===== config.mk =====
export PLATFORM = sky130hd
export DESIGN_NAME = ex_mem_skid_stage
export DESIGN_NICKNAME = d
export VERILOG_FILES = /design/src/rtl/ex_mem_skid_stage.sv
export SDC_FILE = /design/constraint.sdc
export NUM_CORES = 1
export LEC_CHECK = 0
export BUFFER_PORTS_ARGS = -buffer_cell sky130_fd_sc_hd__buf_2
export CAP_MARGIN = 30
export CORE_MARGIN = 1
export CORE_UTILIZATION = 48
export DETAILED_ROUTE_END_ITERATION = 7
export GPL_TIMING_DRIVEN = 0
export PLACE_DENSITY = 0.73
export SYNTH_ARGS = -nofsm -noshare
export SYNTH_HDL_FRONTEND = slang
export SYNTH_SLANG_ARGS = --single-unit

===== constraint.sdc =====
create_clock -name clk_i -period 2.89 [get_ports clk_i]
set_input_delay 0.4335 -clock clk_i [delete_from_list [all_inputs] [get_ports clk_i]]
set_output_delay 0.4335 -clock clk_i [all_outputs]
set_load 0.05 [all_outputs]

===== src/rtl/ex_mem_skid_stage.sv =====
// EX/MEM pipeline register with a one-deep skid entry, stall-vector hold/bubble
// handling, synchronous flush and a saturating bubble counter.
module ex_mem_skid_stage #(
    parameter int unsigned DATA_W  = 16,
    parameter int unsigned REG_W   = 3,
    parameter int unsigned CTRL_W  = 4,
    parameter int unsigned STALL_W = 6,
    parameter int unsigned STAGE   = 2
) (
    input  logic                clk_i,
    input  logic                rst_i,
    input  logic [STALL_W-1:0]  stall_i,
    input  logic                flush_i,
    input  logic                in_valid_i,
    output logic                in_ready_o,
    input  logic [DATA_W-1:0]   in_data1_i,
    input  logic [DATA_W-1:0]   in_result_i,
    input  logic [REG_W-1:0]    in_reg3_i,
    input  logic [CTRL_W-1:0]   in_ctrl_i,
    output logic                out_valid_o,
    input  logic                out_ready_i,
    output logic [DATA_W-1:0]   out_data1_o,
    output logic [DATA_W-1:0]   out_result_o,
    output logic [REG_W-1:0]    out_reg3_o,
    output logic [CTRL_W-1:0]   out_ctrl_o,
    output logic [1:0]          occupancy_o,
    output logic [15:0]         bubble_cnt_o
);

    localparam int unsigned ENTRY_W = 2*DATA_W + REG_W + CTRL_W;
    localparam int unsigned CNT_W   = 16;

    typedef enum logic [1:0] {
        ST_EMPTY = 2'd0,
        ST_ONE   = 2'd1,
        ST_TWO   = 2'd2
    } state_e;

    state_e               state_q, state_d;
    logic [ENTRY_W-1:0]   main_q, main_d;
    logic [ENTRY_W-1:0]   skid_q, skid_d;
    logic [CNT_W-1:0]     bub_q, bub_d;
    logic [ENTRY_W-1:0]   in_entry;
    logic                 hold, bubble, accept, drain;
    logic                 unused_stall;

    assign unused_stall = ^stall_i;

    assign hold     = stall_i[STAGE] &  stall_i[STAGE-1];
    assign bubble   = stall_i[STAGE] & ~stall_i[STAGE-1];
    assign in_entry = {in_ctrl_i, in_reg3_i, in_result_i, in_data1_i};

    assign in_ready_o  = (state_q != ST_TWO) & ~stall_i[STAGE] & ~flush_i;
    assign accept      = in_valid_i & in_ready_o;
    assign drain       = out_valid_o & out_ready_i & ~hold & ~flush_i;

    // All outputs are decoded straight from registers.
    assign out_valid_o = (state_q != ST_EMPTY);
    assign occupancy_o = 2'(state_q);
    assign {out_ctrl_o, out_reg3_o, out_result_o, out_data1_o} = main_q;
    assign bubble_cnt_o = bub_q;

    always_ff @(posedge clk_i or negedge rst_i) begin
        if (!rst_i) begin
            state_q <= ST_EMPTY;
            main_q  <= '0;
            skid_q  <= '0;
            bub_q   <= '0;
        end else begin
            state_q <= state_d;
            main_q  <= main_d;
            skid_q  <= skid_d;
            bub_q   <= bub_d;
        end
    end

    // Next state; hold needs no branch since it already blocks accept and drain.
    always_comb begin
        state_d = state_q;
        main_d  = main_q;
        skid_d  = skid_q;
        bub_d   = bub_q;
        if (flush_i) begin
            state_d = ST_EMPTY;
            main_d  = '0;
            skid_d  = '0;
        end else begin
            if (bubble && (bub_q != {CNT_W{1'b1}})) begin
                bub_d = bub_q + CNT_W'(1);
            end
            unique case (state_q)
                ST_EMPTY: begin
                    if (accept) begin
                        main_d  = in_entry;
                        state_d = ST_ONE;
                    end
                end
                ST_ONE: begin
                    if (accept && drain) begin
                        main_d = in_entry;
                    end else if (accept) begin
                        skid_d  = in_entry;
                        state_d = ST_TWO;
                    end else if (drain) begin
                        main_d  = '0;
                        state_d = ST_EMPTY;
                    end
                end
                ST_TWO: begin
                    if (drain) begin
                        main_d  = skid_q;
                        skid_d  = '0;
                        state_d = ST_ONE;
                    end
                end
                default: begin
                    state_d = ST_EMPTY;
                    main_d  = '0;
                    skid_d  = '0;
                end
            endcase
        end
    end

endmodule


==> impl_metrics.json <==
{
  "status": "finished, final reports clean",
  "finalWirelength_mm": 10.6,
  "power_frac_seq_pct": 50.3,
  "hold_buffers": 0,
  "worst_path_most_repeated_cell": "buf_2",
  "crit_fanout": 10,
  "detail-route-antenna-nets": 0,
  "synth_edf_count": 0,
  "cp_top_family": "buffers and inverters",
  "grt_pass1_wl_mm": 17.3,
  "wl_per_cell_um": 17.2,
  "crit_buf_inv": 3,
  "yosys.area_share.adder_pct": 0.271,
  "crit_slowest_cell": "dfrtp_1",
  "critical_path.cell_chain": "buf_2, buf_2, nor2b_1, nor3_1, buf_2",
  "fin_ws_ns": 0.660,
  "worstMarginPinSlew_ns": 0.649,
  "netSwitchingPower_mw": 1.01,
  "tritoncts": "built",
  "final_area_um2": 5510,
  "ys_top_cells_by_count": "96 x dfrtp_1, 78 x a22o_1, 39 x mux2i_1, 39 x o2bb2ai_1, 17 x buf_2",
  "dpl.hpwl_mm": 7.47,
  "syn_to_final_growth_pct": 19.2,
  "synthMuxAreaShare_pct": 8.69,
  "cp.required_ns": 2.46,
  "clkLatencyLatePin_ns": 0.36,
  "hold_viol": 0,
  "synth_top_family_by_area": "compound AO/OA/AOI/OAI gates",
  "fin_nets": 531,
  "worst_setup_path_start_kind": "flip-flop",
  "cts_resized": 0,
  "end_kind": "output port",
  "combPwrFrac_pct": 21.9,
  "grt_max_degree": 51,
  "rsz0062_at_grt": "false",
  "core_area_um2": 9280,
  "die-area_um2": 10000,
  "preCtsSetupSlack_ns": 0.915,
  "p_leak_nw": 2.67,
  "final_cells": 614,
  "min_period_ns": 2.23,
  "slew_headroom_pct": 56.7,
  "numCtsBuffers": 9,
  "place_area_um2": 5330,
  "die_h_um": 100,
  "rows": 35,
  "p_per_area_nw_per_um2": 536,
  "initial_core_util_pct": 49.8,
  "power.total_mw": 2.95,
  "io_pins": 109,
  "cpPeakStageDelay_ns": 0.35,
  "cap_violations": 0,
  "internal_power_mw": 1.94,
  "portBuffers": 103,
  "p_sw_share_pct": 34.3,
  "hold_path_class": "in2async",
  "cts_root_buf": "clkbuf_8",
  "slew_violations": 0,
  "async_reset_ff_share_pct": 100,
  "yosysWarnings": 0,
  "drc": 0,
  "syn_avg_cell_area_um2": 12.7,
  "clkSinkCount": 96,
  "fillers": 823,
  "syn-num-nets": 416,
  "grt_pass1_vias": 3377,
  "worstPathArrival_ns": 1.80,
  "reg2reg_depth": 6,
  "synth_top_area_share_pct": 52.0,
  "num_antenna_cells": 0,
  "routabilityCongestion": 0.835,
  "synthTopCellsByArea": "dfrtp_1 52%, a22o_1 15%, mux2i_1 8.4%",
  "synth_flop_cell": "dfrtp_1",
  "num_vias": 3515,
  "timing.fmax_ghz": 0.448,
  "seq_area_frac_synth_pct": 52.0,
  "synthSimpleGateAreaFrac_pct": 8.31,
  "whs_ns": 0.0982,
  "reg2reg_setup_slack_ns": 1.00,
  "crit_type": "reg2out",
  "yosys.area.top_type": "dfrtp_1",
  "synth_compound_area_share_pct": 23.8,
  "path_clk_slew_ns": 0.10,
  "ir_drop_mv": 0.249,
  "clockBufferDepth": 2,
  "synth_cell_types": 40,
  "yosys.cell_count.top_type": "dfrtp_1",
  "via_per_inst": 5.72,
  "drive_gt1_share_pct": 32.2,
  "drtPass1Iterations": 4,
  "post_cts_buffers": 0,
  "synth_xor_area_share_pct": 3.03,
  "grt_usage_pct": 22.1,
  "finClkSkew_ns": 0.0127,
  "synth_seq_cells": 96,
  "fin_util_pct": 59.3,
  "cts_max_level": 3,
  "syn_area_um2": 4620,
  "drtIter0Drc": 144,
  "crit_cells": 5,
  "syn_inst": 365,
  "final.period_utilization_pct": 77.2,
  "setup_violations": 0,
  "place_inst": 598,
  "grt.overflow.total": 0,
  "antenna_found_initial": 0,
  "die_x_um": 100,
  "fin_setup_tns_ns": 0,
  "p_clk_share_pct": 27.8
}
[registers in the layout, summed over array words and instances (netlist names)]
| signal | cells |
|---|---|
| main_q | 39 |
| skid_q | 39 |
| bubble_cnt_o | 16 |
| occupancy_o | 2 |
[worst register-to-register path, cell delays in order (launching register included)]
cell and delay (ns):
dfrtp_1 0.42, ha_1 0.21, nand4_2 0.22, nor4_4 0.40, buf_4 0.28, nor3b_1 0.09
xor2_1 0.14
[cell type report]
class	count	area (um2)	area share, %
buffer	33	175	3.18
clock buffer	11	141	2.57
clock inverter	5	40.0	0.727
inverter	1	3.75	0.0681
multi-input combinational	235	2040	37.0
sequential	96	2400	43.6
tap	129	161	2.93
timing repair buffer	104	546	9.90
[power groups by stage]
| stage | Sequential, mW | Combinational, mW | Clock, mW |
|---|---|---|---|
| floorplan | 1.75 | 0.201 | 0 |
| global placement | 1.51 | 0.637 | 0 |
| detailed placement | 1.51 | 0.650 | 0 |
| CTS | 1.49 | 0.651 | 0.837 |
| global route | 1.50 | 0.690 | 0.887 |
| finish | 1.48 | 0.646 | 0.821 |
[metal layers]
layer	vias to the layer above	global-route usage, %	wire (um)
li1	1652	-	-
met1	1769	32.0	5110
met2	87	33.4	4860
met3	7	4.11	500
met4	0	7.58	73
met5	-	0	0
[logic make-up (layout without fill, tap and decap cells)]
logic type / count (synthesis) / count (layout)
DFF: 96 / 96
AOI/OAI and AO/OA: 128 / 128
and+or+nand+nor: 50 / 50
buffers and inverters: 34 / 154
muxes: 40 / 40
adders and majority gates: 1 / 1
xor gates and xnor gates: 16 / 16
[worst paths after layout]
check / start / endpoint
setup / recovery: occupancy_o[1]$_DFFE_PN0P_ / in_ready_o
hold / removal: rst_i / main_q[35]$_DFFE_PN0P_
setup reg to reg: bubble_cnt_o[0]$_DFFE_PN0P_ / bubble_cnt_o[11]$_DFFE_PN0P_
hold reg to reg: main_q[26]$_DFFE_PN0P_ / main_q[26]$_DFFE_PN0P_
max in group asynchronous: rst_i / bubble_cnt_o[11]$_DFFE_PN0P_
min in group clk_i: in_ctrl_i[1] / skid_q[36]$_DFFE_PN0P_
[placed cells by master, fill, tap and decap left out, types with 2 or more instances in the layout]
cell        Yosys  layout
buf_6           2       2
a21oi_1         4       4
buf_2          17     119
a22oi_1         2       2
nand4_1         5       5
buf_1           3       3
xor2_1         13      13
clkbuf_1        7       8
clkbuf_8        0      10
nor2b_1         3       3
and3_1          3       3
nor2_1          6       6
xnor2_1         3       3
nor4_4          3       3
dfrtp_1        96      96
nor4b_2         3       3
o2bb2ai_1      39      39
nor3_1          5       5
nand3_1         3       3
mux2i_1        39      39
nand2b_1        2       2
a22o_1         78      78
nand2_1         8       8
buf_4           4       5
clkinvlp_4      0       3
Note: power is estimated with default switching activity, not from simulation.
